--- src/rtl/bios_fetch_ctrl.sv ---
// bios_fetch_ctrl: decodes CPU fetches into the BIOS window and streams block-RAM words back as single or line-fill responses.
module bios_fetch_ctrl #(
  parameter int          READ_LAT   = 1,
  parameter int          BURST_LEN  = 4,
  parameter logic [31:0] BIOS_BASE  = 32'h1FC0_0000,
  parameter int          BIOS_WORDS = 131072
) (
  input  logic        clk,
  input  logic        rst,
  input  logic        req_valid,
  output logic        req_ready,
  input  logic [31:0] req_addr,
  input  logic        req_burst,
  output logic        resp_valid,
  output logic [31:0] resp_data,
  output logic        resp_last,
  output logic        resp_err,
  output logic [16:0] mem_addr,
  input  logic [31:0] mem_data
);
  localparam logic [31:0] BIOS_END  = BIOS_BASE + 32'(4 * BIOS_WORDS);
  localparam logic [16:0] LINE_MASK = 17'(BURST_LEN - 1);
  localparam logic [3:0]  LAST_BEAT = 4'(BURST_LEN - 1);
  typedef enum logic [1:0] {IDLE, ISSUE, DRAIN, ERR} state_t;
  state_t state_q, state_d;
  logic [3:0] beat_q, beat_d, nlast_q, nlast_d;
  logic [16:0] maddr_q, maddr_d;
  logic [READ_LAT-1:0] pv_q, pv_d, pl_q, pl_d;
  logic rv_q, rv_d, rl_q, rl_d, re_q, re_d, rdy_q;
  logic [31:0] rdata_q, rdata_d;
  logic [31:0] phys;
  logic [16:0] word;
  logic legal, last, issue, tag_v;
  assign phys  = req_addr & 32'h1FFF_FFFF;
  assign word  = 17'((phys - BIOS_BASE) >> 2);
  assign legal = phys >= BIOS_BASE && phys < BIOS_END && req_addr[1:0] == 2'b00;
  assign last  = beat_q == nlast_q;
  always_comb begin
    state_d = state_q;
    beat_d  = beat_q;
    nlast_d = nlast_q;
    maddr_d = maddr_q;
    issue   = 1'b0;
    tag_v   = pv_q[READ_LAT-1];
    rv_d    = tag_v;
    rl_d    = tag_v & pl_q[READ_LAT-1];
    re_d    = 1'b0;
    rdata_d = tag_v ? mem_data : rdata_q;
    case (state_q)
      IDLE: if (req_valid && req_ready) begin
        if (legal) begin
          state_d = ISSUE;
          beat_d  = '0;
          nlast_d = req_burst ? LAST_BEAT : '0;
          maddr_d = req_burst ? word & ~LINE_MASK : word;
        end else begin
          state_d = ERR;
          rv_d    = 1'b1;
          rl_d    = 1'b1;
          re_d    = 1'b1;
          rdata_d = '0;
        end
      end
      ISSUE: begin
        issue   = 1'b1;
        state_d = last ? DRAIN : ISSUE;
        beat_d  = beat_q + 4'd1;
        maddr_d = last ? maddr_q : maddr_q + 17'd1;
      end
      DRAIN: state_d = |pv_q ? DRAIN : IDLE;
      default: state_d = IDLE;
    endcase
    // tags enter at bit 0 and emerge from the top after READ_LAT cycles
    pv_d = READ_LAT'({pv_q, issue});
    pl_d = READ_LAT'({pl_q, issue & last});
  end
  always_ff @(posedge clk) begin
    if (rst) begin
      state_q <= IDLE;
      beat_q  <= '0;
      nlast_q <= '0;
      maddr_q <= '0;
      pv_q    <= '0;
      pl_q    <= '0;
      rv_q    <= 1'b0;
      rl_q    <= 1'b0;
      re_q    <= 1'b0;
      rdata_q <= '0;
      rdy_q   <= 1'b0;
    end else begin
      state_q <= state_d;
      beat_q  <= beat_d;
      nlast_q <= nlast_d;
      maddr_q <= maddr_d;
      pv_q    <= pv_d;
      pl_q    <= pl_d;
      rv_q    <= rv_d;
      rl_q    <= rl_d;
      re_q    <= re_d;
      rdata_q <= rdata_d;
      rdy_q   <= state_d == IDLE;
    end
  end
  assign req_ready  = rdy_q & ~rst;
  assign resp_valid = rv_q;
  assign resp_last  = rl_q;
  assign resp_err   = re_q;
  assign resp_data  = rdata_q;
  assign mem_addr   = maddr_q;
endmodule
--- config.mk ---
export PLATFORM = sky130hd
export DESIGN_NAME = bios_fetch_ctrl
export DESIGN_NICKNAME = d
export VERILOG_FILES = /design/src/rtl/bios_fetch_ctrl.sv
export SDC_FILE = /design/constraint.sdc
export NUM_CORES = 1
export LEC_CHECK = 0
export CORE_MARGIN = 5
export CORE_UTILIZATION = 38
export CTS_CLUSTER_DIAMETER = 120
export DETAILED_ROUTE_END_ITERATION = 16
export HOLD_SLACK_MARGIN = 0.08
export PLACE_DENSITY = 0.76
export SYNTH_ARGS = -nofsm -noshare
export SYNTH_HDL_FRONTEND = slang
export SYNTH_SLANG_ARGS = --single-unit
--- constraint.sdc ---
create_clock -name clk -period 1.9 [get_ports clk]
set_input_delay 0.38 -clock clk [delete_from_list [all_inputs] [get_ports clk]]
set_output_delay 0.38 -clock clk [all_outputs]
set_load 0.02 [all_outputs]
==> impl_results.md, run 1 <==
* Worst-Margin Slew at 0.508 ns
* Nets at a little over 500
* First-pass GRT wire length at 13200 µm
* Layout Utilization at 0.605
* Seq pwr share at 0.471
* Worst-path fanout max at 8
* PnR worst setup slack at 0.0741 ns
* Max-slew headroom at 0.661
* Starting Density at 0.387
* Crit. End Element: primary output
* Ant. Diodes at 0
* GP Congestion at 0.799
* Max Cap Viol at 0
* Gate power share at 0.105
* Post-synth EDFFs at 0
* Worst Clk Skew at 0.00937 ns
* Layout cells sized above 1 at 0.100
* Final setup violating endpoints at 0
* Ports at 121
* Num Clock Sinks at 62
* Worst hold margin at 0.464 ns
* Gate Count Post-Synth at 321
* Final ANT Viol Nets at 0
* Num CTS Buffers at 9
* Worst vdd ir at a little under 400 µV
* Buffers on Ports at 117
* Post-route cell area at 4360 µm²
* Commonest non-fill, non-tap cell in the layout: clkdlybuf4s50_1
* Critical path startpoint category: flop
* Yosys warning count at 0
* Status: completed
* Post-CTS Setup Bufs at 0
* Number of global-route vias before repair at 2851
* Leakage at 1.55 nW
* Placed instance area at 4120 µm²
* Clock power frac at 0.423
* CP top delay family: buffers and inverters
* Sequential area share after synthesis at 0.445
* Mean Syn Cell Area at 8.69 µm²
* Most frequent cells in the layout: clkdlybuf4s50_1 (111), dfxtp_1 (61), nor2_1 (59)
* Core Area at 7210 µm²
* Int Pwr at between 2 and 2.5 mW
* Arrival time worst endpoint at 1.45 ns
* Critical path's slowest cell: clkdlybuf4s50_1
* CTS H-Tree Depth at 3
* Psw at 0.668 mW
* CP peak stage delay at 0.66 ns
* Flops & latches, synth at 62
* Pwr Density at approximately 640 nW/µm²
* Worst Hold Class: flop to flop
* Detailed Place HPWL at just under 6000 µm
* CP Class: flop to primary output
* CP cell instances: clkdlybuf4s50_1
* Vias per cell at 5.11
* Initial antenna violation count at 0
* Mapped cell area at ~2800 µm²
* Drt total wl at 8060 µm
* Die W at 95.7 µm
* Clock transition at the registers of the reported paths at 0.07 ns
* Final period util at 0.961
* Buffers plus inverters on the worst setup path at 1
* Worst skew pair latency at 0.34 ns
* Largest net degree at the start of global routing at 33
* Synth Flop Type: dfxtp_1
* Fin crit period at 1.83 ns
* Final non-filler cell total at 549
* Post-synth cell types at 40
* Final hold vios at 0
* RSZ-0062 raised after global routing: false
* Die Footprint at 9150 µm²
* Die Y at 95.7 µm
* Row cnt at 31
* DRC at 0
* Total track usage at 0.184
* P&R area growth vs syn at 56.4%
* CTS tree: built
* Wire length per cell at 14.7 µm
* 1st-iter DRT viols at 101
* Overflow after GRT at 0
* Slew Limit Fails at 0
* Power, Total at 2.81 mW
* Switching share of power at 0.237
* Root Buffer: clkbuf_8
* Dpl ws at -0.532 ns
* Fillers at roughly 660
* Syn Nets at slightly below 400
* Max Root-Sink Buffers at 2
* Setup TNS at 0 ns
* Max Fclk at ~550 MHz
* Via count at 2807
* Post-CTS Hold Buffers at 0
* Placed insts at 533
* Drt first pass iters at 6
* Post-synth ARST share at 0
* WP data required at roughly 1.5 ns
-- synth_stat cells (all sizes together) (6+ instances only) --
| library cell | n | area, µm² |
|---|---|---|
| dfxtp | 62 | 1240 |
| buf | 7 | 32.5 |
| mux2i | 33 | 330 |
| nand2 | 17 | 63.8 |
| clkbuf | 15 | 96.3 |
| nand4 | 6 | 37.5 |
| nand3 | 6 | 30.0 |
| o21ai | 13 | 65.1 |
| a21oi | 32 | 160 |
| nor2 | 59 | 221 |
| nand2b | 10 | 62.6 |
| nor3 | 12 | 60.1 |
-- cell type report --
type / instances / area (µm²) / area share
Clock buffer: 10 / 138 / 0.0315
Clock inverter: 6 / 68.8 / 0.0158
Inverter: 1 / 3.75 / 0.000860
Multi-Input combinational cell: 236 / 1460 / 0.334
Sequential cell: 62 / 1240 / 0.285
Tap cell: 99 / 124 / 0.0284
Timing Repair Buffer: 135 / 1330 / 0.305
-- registers in the layout (all words and copies together) (netlist names) --
register,count
beat_q,4
mem_addr,17
nlast_q,1
pl_q,1
pv_q,1
rdy_q,1
resp_data,32
resp_err,1
resp_last,1
resp_valid,1
state_q,2
-- per-layer routing --
| metal | GRT usage | part of all wire | vias to the layer above |
|---|---|---|---|
| li1 | - | - | 1387 |
| met1 | 0.223 | 0.42 | 1289 |
| met5 | 0 | 0 | - |
| met2 | 0.279 | 0.45 | 116 |
| met3 | 0.0884 | 0.11 | 15 |
| met4 | 0.0770 | 0.016 | 0 |
-- path summary, 6_finish.rpt --
check / startpoint / endpoint / slack [ns] / depth (start not counted)
max: mem_addr[7] / mem_addr[7] / 0.07 / 1
min: pl_q / resp_last / 0.46 / 2
max reg2reg: state_q[0] / mem_addr[9] / 0.24 / 5
min reg2reg: pl_q / resp_last / 0.46 / 2
-- power by group through the flow --
stage               clock network (mW)  logic, mW  registers, mW
floorplan                            0     0.0981           1.37
global placement                     0      0.291           1.36
detailed placement                   0      0.295           1.36
CTS                               1.22      0.294           1.33
global route                      1.29      0.320           1.33
finish                            1.19      0.297           1.33
-- cell families after synthesis --
| family | Yosys count | share of synthesized area |
|---|---|---|
| adders and majority gates | 2 | 0.00897 |
| and+or+nand+nor | 130 | 0.223 |
| AOI/OAI and AO/OA | 70 | 0.154 |
| xor gates and xnor gates | 1 | 0.00314 |
| buffers and inverters | 23 | 0.0476 |
| DFF | 62 | 0.445 |
| muxes | 33 | 0.118 |
-- what timing repair did --
action,CTS,global route
resized for setup,11,5
setup endpoints to repair,54,3
pin swaps,4,1
Note: power is estimated with default switching activity, not from simulation.
==> run 2: changes to the inputs <==
- ABC_AREA: unset -> 1
- CORE_UTILIZATION: 38 -> 39
- CTS_BUF_LIST: unset -> sky130_fd_sc_hd__clkbuf_8 sky130_fd_sc_hd__clkbuf_16
- PLACE_DENSITY: 0.76 -> 0.77
==> run 2 against run 1 <==
Compared with the run above:
- core utilization is 1.3 points higher
- sequential share of layout area is 0.76 points lower
- sequential cell count stayed put
- final area is 2.6% higher
- synthesized area is 3.7% higher
- critical endpoint is now mem_addr[2]
- fmax hardly changed
- synthesized cell count is 31% higher
- clock skew is 0.0010 ns higher
- largest power group unchanged
- register-to-register slack hardly changed
- setup slack worse by 0.0013 ns
- first-iteration DRC count is 110% higher
==> impl_results.md, run 2 <==
* Final non-filler cell total at 651 (+19%)
* CTS H-Tree Depth at 3 (unchanged)
* Sequential area share after synthesis at 0.429 (-0.0158)
* Reg2reg path depth at 8 (+3)
* Overflow after GRT at 0 (unchanged)
* Yosys top cell area share at 0.429 (-0.0158)
* Drt first pass iters at 4 (-2)
* CP peak stage delay at 0.66 ns (about the same)
* Buffers plus inverters on the worst setup path at 1 (unchanged)
* Register-to-Register Setup Slack at 0.24 ns (about the same)
* Final period util at 0.962 (about the same)
* Crit. End Element: primary output
* Ant. Diodes at 0 (unchanged)
* Synth Flop Type: dfxtp_1
* Num CTS Buffers at 9 (unchanged)
* Drt total wl at 8510 µm (+5.6%)
* Post-route cell area at 4480 µm² (+2.6%)
* Commonest non-fill, non-tap cell in the layout: nand2_1
* Die Footprint at 9240 µm² (+0.91%)
* Mean Syn Cell Area at 6.87 µm² (-21%)
* Number of global-route vias before repair at 2984 (+4.7%)
* Worst skew pair latency at 0.33 ns (about the same)
* Mapped cell area at 2890 µm² (+3.7%)
* P&R area growth vs syn at 54.9%
* Pwr Density at 659 nW/µm² (+2.2%)
* DRC at 0 (unchanged)
* Row cnt at 31 (unchanged)
* Worst-path fanout max at 7 (-1)
* Yosys warning count at 0 (unchanged)
* Buffers on Ports at 117 (unchanged)
* Final ANT Viol Nets at 0 (unchanged)
* Placed instance area at 4250 µm² (+3.1%)
* Starting Density at 0.399 (+0.0121)
* Clock transition at the registers of the reported paths at 0.07 ns (about the same)
* Post-synth EDFFs at 0 (unchanged)
* Vias per cell at 4.80 (-6.2%)
* Commonest cells post-synth: nand2_1 (133), dfxtp_1 (62), nor2_1 (54)
* Detailed Place HPWL at 6320 µm (+7.1%)
* WP data required at 1.52 ns (about the same)
* Hold wc startpoint: resp_data[4]
* Worst hold margin at 0.462 ns (-0.00211 ns)
* Fin crit period at 1.83 ns (+0.00126 ns)
* CP Class: flop to primary output
* Final hold vios at 0 (unchanged)
* Most frequent cells in the layout: nand2_1 (133), clkdlybuf4s50_1 (115), dfxtp_1 (62)
* Leakage at 1.69 nW (+8.7%)
* Arrival time worst endpoint at 1.45 ns (about the same)
* CTS tree: built
* Worst Hold Class: flop to flop
* Num Clock Sinks at 62 (unchanged)
* Die Y at 96.1 µm (+0.45%)
* RSZ-0062 raised after global routing: false
* Syn Nets at 491 (+26%)
* Synth area leaders: dfxtp_1 (43%), nand2_1 (17%), a21oi_1 (7.4%), nor2_1 (7.0%), nand3_1 (3.5%)
* Fillers at 662 (+0.61%)
* Layout Utilization at 0.617 (+0.0126)
* Nets at 617 (+20%)
* PnR worst setup slack at 0.0729 ns (-0.00126 ns)
* Max-slew headroom at 0.782 (+0.121)
* Initial antenna violation count at 0 (unchanged)
* CP top delay family: buffers and inverters
* Via count at 3122 (+11%)
* Slew Limit Fails at 0 (unchanged)
* Worst-Margin Slew at 0.327 ns (-0.181 ns)
* Max Root-Sink Buffers at 2 (unchanged)
* Synth area leader: dfxtp_1
* Power, Total at 2.95 mW (+4.9%)
* Final setup violating endpoints at 0 (unchanged)
* R2R Path End: mem_addr[16]
* Critical path startpoint category: flop
* Post-synth cell types at 32 (-20%)
* Root Buffer: clkbuf_8
* CP cell instances: clkdlybuf4s50_1
* Max Fclk at 547 MHz (about the same)
* Layout cells sized above 1 at 0.0924 (-0.00761)
* Post-synth ARST share at 0 (unchanged)
* Crit path from: mem_addr[2]
* Worst r2r src: mem_addr[0]
* Flops & latches, synth at 62 (unchanged)
* Post-CTS Hold Buffers at 0 (unchanged)
* Worst Clk Skew at 0.0104 ns (+0.00104 ns)
* Max reg flops at 32 (unchanged)
* Status: completed
* Hold EP: resp_data[4]
* Total track usage at 0.187 (+0.00286)
* Dpl ws at -0.113 ns (+0.419 ns)
* Critical path's slowest cell: clkdlybuf4s50_1
* Wire length per cell at 13.1 µm (-11%)
* Core Area at 7250 µm² (+0.54%)
* Largest net degree at the start of global routing at 33 (unchanged)
* Setup TNS at 0 ns (unchanged)
* Die W at 96.1 µm (+0.45%)
* GP Congestion at 0.851 (+6.5%)
* First-pass GRT wire length at 13600 µm (+3.6%)
* 1st-iter DRT viols at 213 (+110%)
* Hold path cells at 2 (unchanged)
* Ports at 121 (unchanged)
* Worst vdd ir at 450 µV (+14%)
* Max Cap Viol at 0 (unchanged)
* Gate Count Post-Synth at 421 (+31%)
* Most frequent cell after synthesis: nand2_1
* Placed insts at 635 (+19%)
-- run 2: cell count changes after synthesis, sizes merged, moves of 4 or more --
cell    before  now
clkbuf      15    9
nand2       17  136
nand3        6   23
a21o         4    0
o32ai        4    0
a21oi       32   45
nand2b      10    0
mux2i       33    0
inv          1   30
nor3        12    4
o21ai       13   22
-- run 2: power by group --
part	internal (mW)	total (mW)	leakage (nW)	switching (mW)
Sequential	1.32	1.33	0.500	0.0115
Clock	0.783	1.33	0.113	0.543
Combinational	0.177	0.298	1.07	0.120
Total	2.28	2.95	1.69	0.675
-- run 2: layout make-up --
type	count	area, µm²	area share
tap	99	124	0.0277
clock buffer	10	138	0.0307
multi-input combinational	311	1440	0.321
clock inverter	6	93.8	0.0210
sequential	62	1240	0.277
inverter	30	113	0.0251
timing repair buffer	133	1330	0.297
-- run 2: what timing repair did --
action,CTS,global route
setup endpoints to repair,1,1
endpoints found under the hold margin,0,0
gates resized for setup,1,1
setup buffers,0,0
-- run 2: kinds of logic (layout without fill, tap and decap cells) --
family / after synthesis / in the layout / share of synthesized area
AND/OR/NAND/NOR: 231 / 231 / 0.341
XOR/XNOR: 5 / 5 / 0.0151
AO/OA/AOI/OAI: 73 / 73 / 0.133
flip-flops: 62 / 62 / 0.429
adder cells (fa/ha/maj): 2 / 2 / 0.00865
buffers and inverters: 48 / 179 / 0.0731
-- run 2: tightest hold or removal path, stage by stage, from the launching register on --
cell and delay (ns):
dfxtp_1 0.31, nand2_1 0.06, a21oi_1 0.05
-- run 2: worst max-delay path by stage --
stage / to / slack (ns) / depth (start not counted)
after global routing: mem_addr[2] / 0.02 / 1
after detailed placement: req_ready / -0.11 / 3
after floorplan: mem_addr[16] / 0.36 / 8
after CTS: mem_addr[5] / 0.04 / 1
final: mem_addr[2] / 0.07 / 1
after global placement: req_ready / -0.10 / 3
-- run 2: layer usage --
layer / wire [µm] / global-route usage
met1: 3540 / 0.221
met4: 210 / 0.0900
met2: 4200 / 0.317
met5: 0 / 0
met3: 556 / 0.0438
==> run 3: changes to the inputs <==
- CTS_BUF_LIST: sky130_fd_sc_hd__clkbuf_8 sky130_fd_sc_hd__clkbuf_16 -> sky130_fd_sc_hd__clkbuf_4
- PLACE_DENSITY: 0.77 -> 0.74
- clock period: 1.9 -> 2.2 ns (I/O delays scaled with it)
==> run 3 against run 2 <==
Compared with the run above:
- core utilization is 2.4 points lower
- via count fell by 1.3%
- die area unchanged
- largest cell class unchanged
==> impl_results.md, run 3 (synthesis results as in run 2) <==
* Commonest non-fill, non-tap cell in the layout: nand2_1
* Critical path's slowest cell: clkdlybuf4s50_1
* Dpl ws at 0.0855 ns (+0.198 ns)
* Core Area at 7250 µm² (unchanged)
* Overflow after GRT at 0 (unchanged)
* CTS tree: built
* Arrival time worst endpoint at 1.68 ns (+0.23 ns)
* Die W at 96.1 µm (unchanged)
* Starting Density at 0.399 (unchanged)
* Row cnt at 31 (unchanged)
* Max reg flops at 32 (unchanged)
* Worst Hold Class: flop to flop
* Fin crit period at 2.12 ns
* Wire length per cell at 12.5 µm (-4.2%)
* CP peak stage delay at 0.61 ns (-0.05 ns)
* Slew Limit Fails at 0 (unchanged)
* Buffers on Ports at 117 (unchanged)
* CP Class: input port to primary output
* Buffers plus inverters on the worst setup path at 2 (+1)
* Post-CTS Setup Bufs at 0 (unchanged)
* Max-slew headroom at 0.782 (about the same)
* Setup TNS at 0 ns (unchanged)
* PnR worst setup slack at 0.0832 ns (+0.0103 ns)
* Layout cells sized above 1 at 0.0772 (-0.0152)
* Max Cap Viol at 0 (unchanged)
* Final ANT Viol Nets at 0 (unchanged)
* Worst hold margin at 0.463 ns (+0.00174 ns)
* GP Congestion at 0.837 (-1.7%)
* Leakage at 1.58 nW (-6.4%)
* Num CTS Buffers at 9 (unchanged)
* CTS H-Tree Depth at 3 (unchanged)
* P&R area growth vs syn at 48.7%
* Placed insts at 627 (-1.3%)
* Final period util at 0.962
* Max Root-Sink Buffers at 2 (unchanged)
* Vias per cell at 4.79 (about the same)
* Worst skew pair latency at 0.39 ns (+0.06 ns)
* Clock transition at the registers of the reported paths at 0.11 ns (+0.04 ns)
* Number of global-route vias before repair at 2831 (-5.1%)
* DRC at 0 (unchanged)
* Post-CTS Hold Buffers at 0 (unchanged)
* Final hold vios at 0 (unchanged)
* Most frequent cells in the layout: nand2_1 (133), clkdlybuf4s50_1 (117), dfxtp_1 (62)
* Ant. Diodes at 0 (unchanged)
* Worst vdd ir at 246 µV (-45%)
* Die Y at 96.1 µm (unchanged)
* Nets at 609 (-1.3%)
* Total track usage at 0.175 (-0.0122)
* 1st-iter DRT viols at 123 (-42%)
* Num Clock Sinks at 62 (unchanged)
* PostCTS Resize Cnt at 0 (-1)
* Max Fclk at 472 MHz
* Root Buffer: clkbuf_4
* CP top delay family: buffers and inverters
* Ports at 121 (unchanged)
* Worst Clk Skew at 0.0198 ns (+0.00936 ns)
* CP most frequent cell: clkdlybuf4s50_1
* Final setup violating endpoints at 0 (unchanged)
* Drt total wl at 8050 µm (-5.4%)
* Critical path startpoint category: input port
* First-pass GRT wire length at 12700 µm (-6.6%)
* CP cell instances: clkdlybuf4s50_1 -> nor2_1 -> clkdlybuf4s50_1
* Die Footprint at 9240 µm² (unchanged)
* Crit. End Element: primary output
* Status: completed
* Via count at 3081 (-1.3%)
* Detailed Place HPWL at 6070 µm (-4.0%)
* Largest net degree at the start of global routing at 33 (unchanged)
* Worst-Margin Slew at 0.327 ns (+0.000652 ns)
* Final non-filler cell total at 643 (-1.2%)
* RSZ-0062 raised after global routing: false
* Worst-path fanout max at 4 (-3)
* WP data required at 1.76 ns (+0.24 ns)
* Initial antenna violation count at 0 (unchanged)
* Pwr Density at 508 nW/µm² (-23%)
* Drt first pass iters at 4 (unchanged)
run 3: final cells by class:
cell class                      instances  area [µm²]
Timing Repair Buffer                  125        1240
Clock inverter                          7        72.6
Inverter                               30         113
Tap cell                               99         124
Sequential cell                        62        1240
Fill cell                             729        2950
Clock buffer                            9        67.6
Multi-Input combinational cell        311        1440
run 3: per-stage QoR:
stage	area (µm²)	total power, mW	utilization
floorplan	2890	1.26	-
global placement	4160	1.42	0.574
detailed placement	4160	1.43	0.574
CTS	4300	2.22	0.593
global route	4300	2.30	0.593
finish	4300	2.18	0.593
run 3: power breakdown:
part	total [mW]	internal (mW)	switching, mW
clock network	0.785	0.351	0.435
registers	1.15	1.14	0.00969
logic	0.254	0.151	0.102
total	2.18	1.64	0.547
run 3: routing by layer:
layer,global-route usage,up-vias,share of wire
met5,0,-,0
met4,0.0794,0,0.019
met3,0.0422,12,0.065
met2,0.289,97,0.49
met1,0.214,1380,0.42
li1,-,1592,-
run 3: worst paths after layout:
| path | depth (start not counted) | endpoint | startpoint | slack, ns |
|---|---|---|---|---|
| worst max-delay path | 3 | req_ready | rst | 0.08 |
| worst min-delay path | 2 | resp_last | pl_q | 0.46 |
| worst max register to register | 8 | mem_addr[8] | mem_addr[0] | 0.55 |
| worst min register to register | 2 | resp_last | pl_q | 0.46 |
run 3: worst min-delay path, stage by stage (launching register included):
cell	delay, ns
dfxtp_1	0.32
nor2_1	0.04
nor2_1	0.08
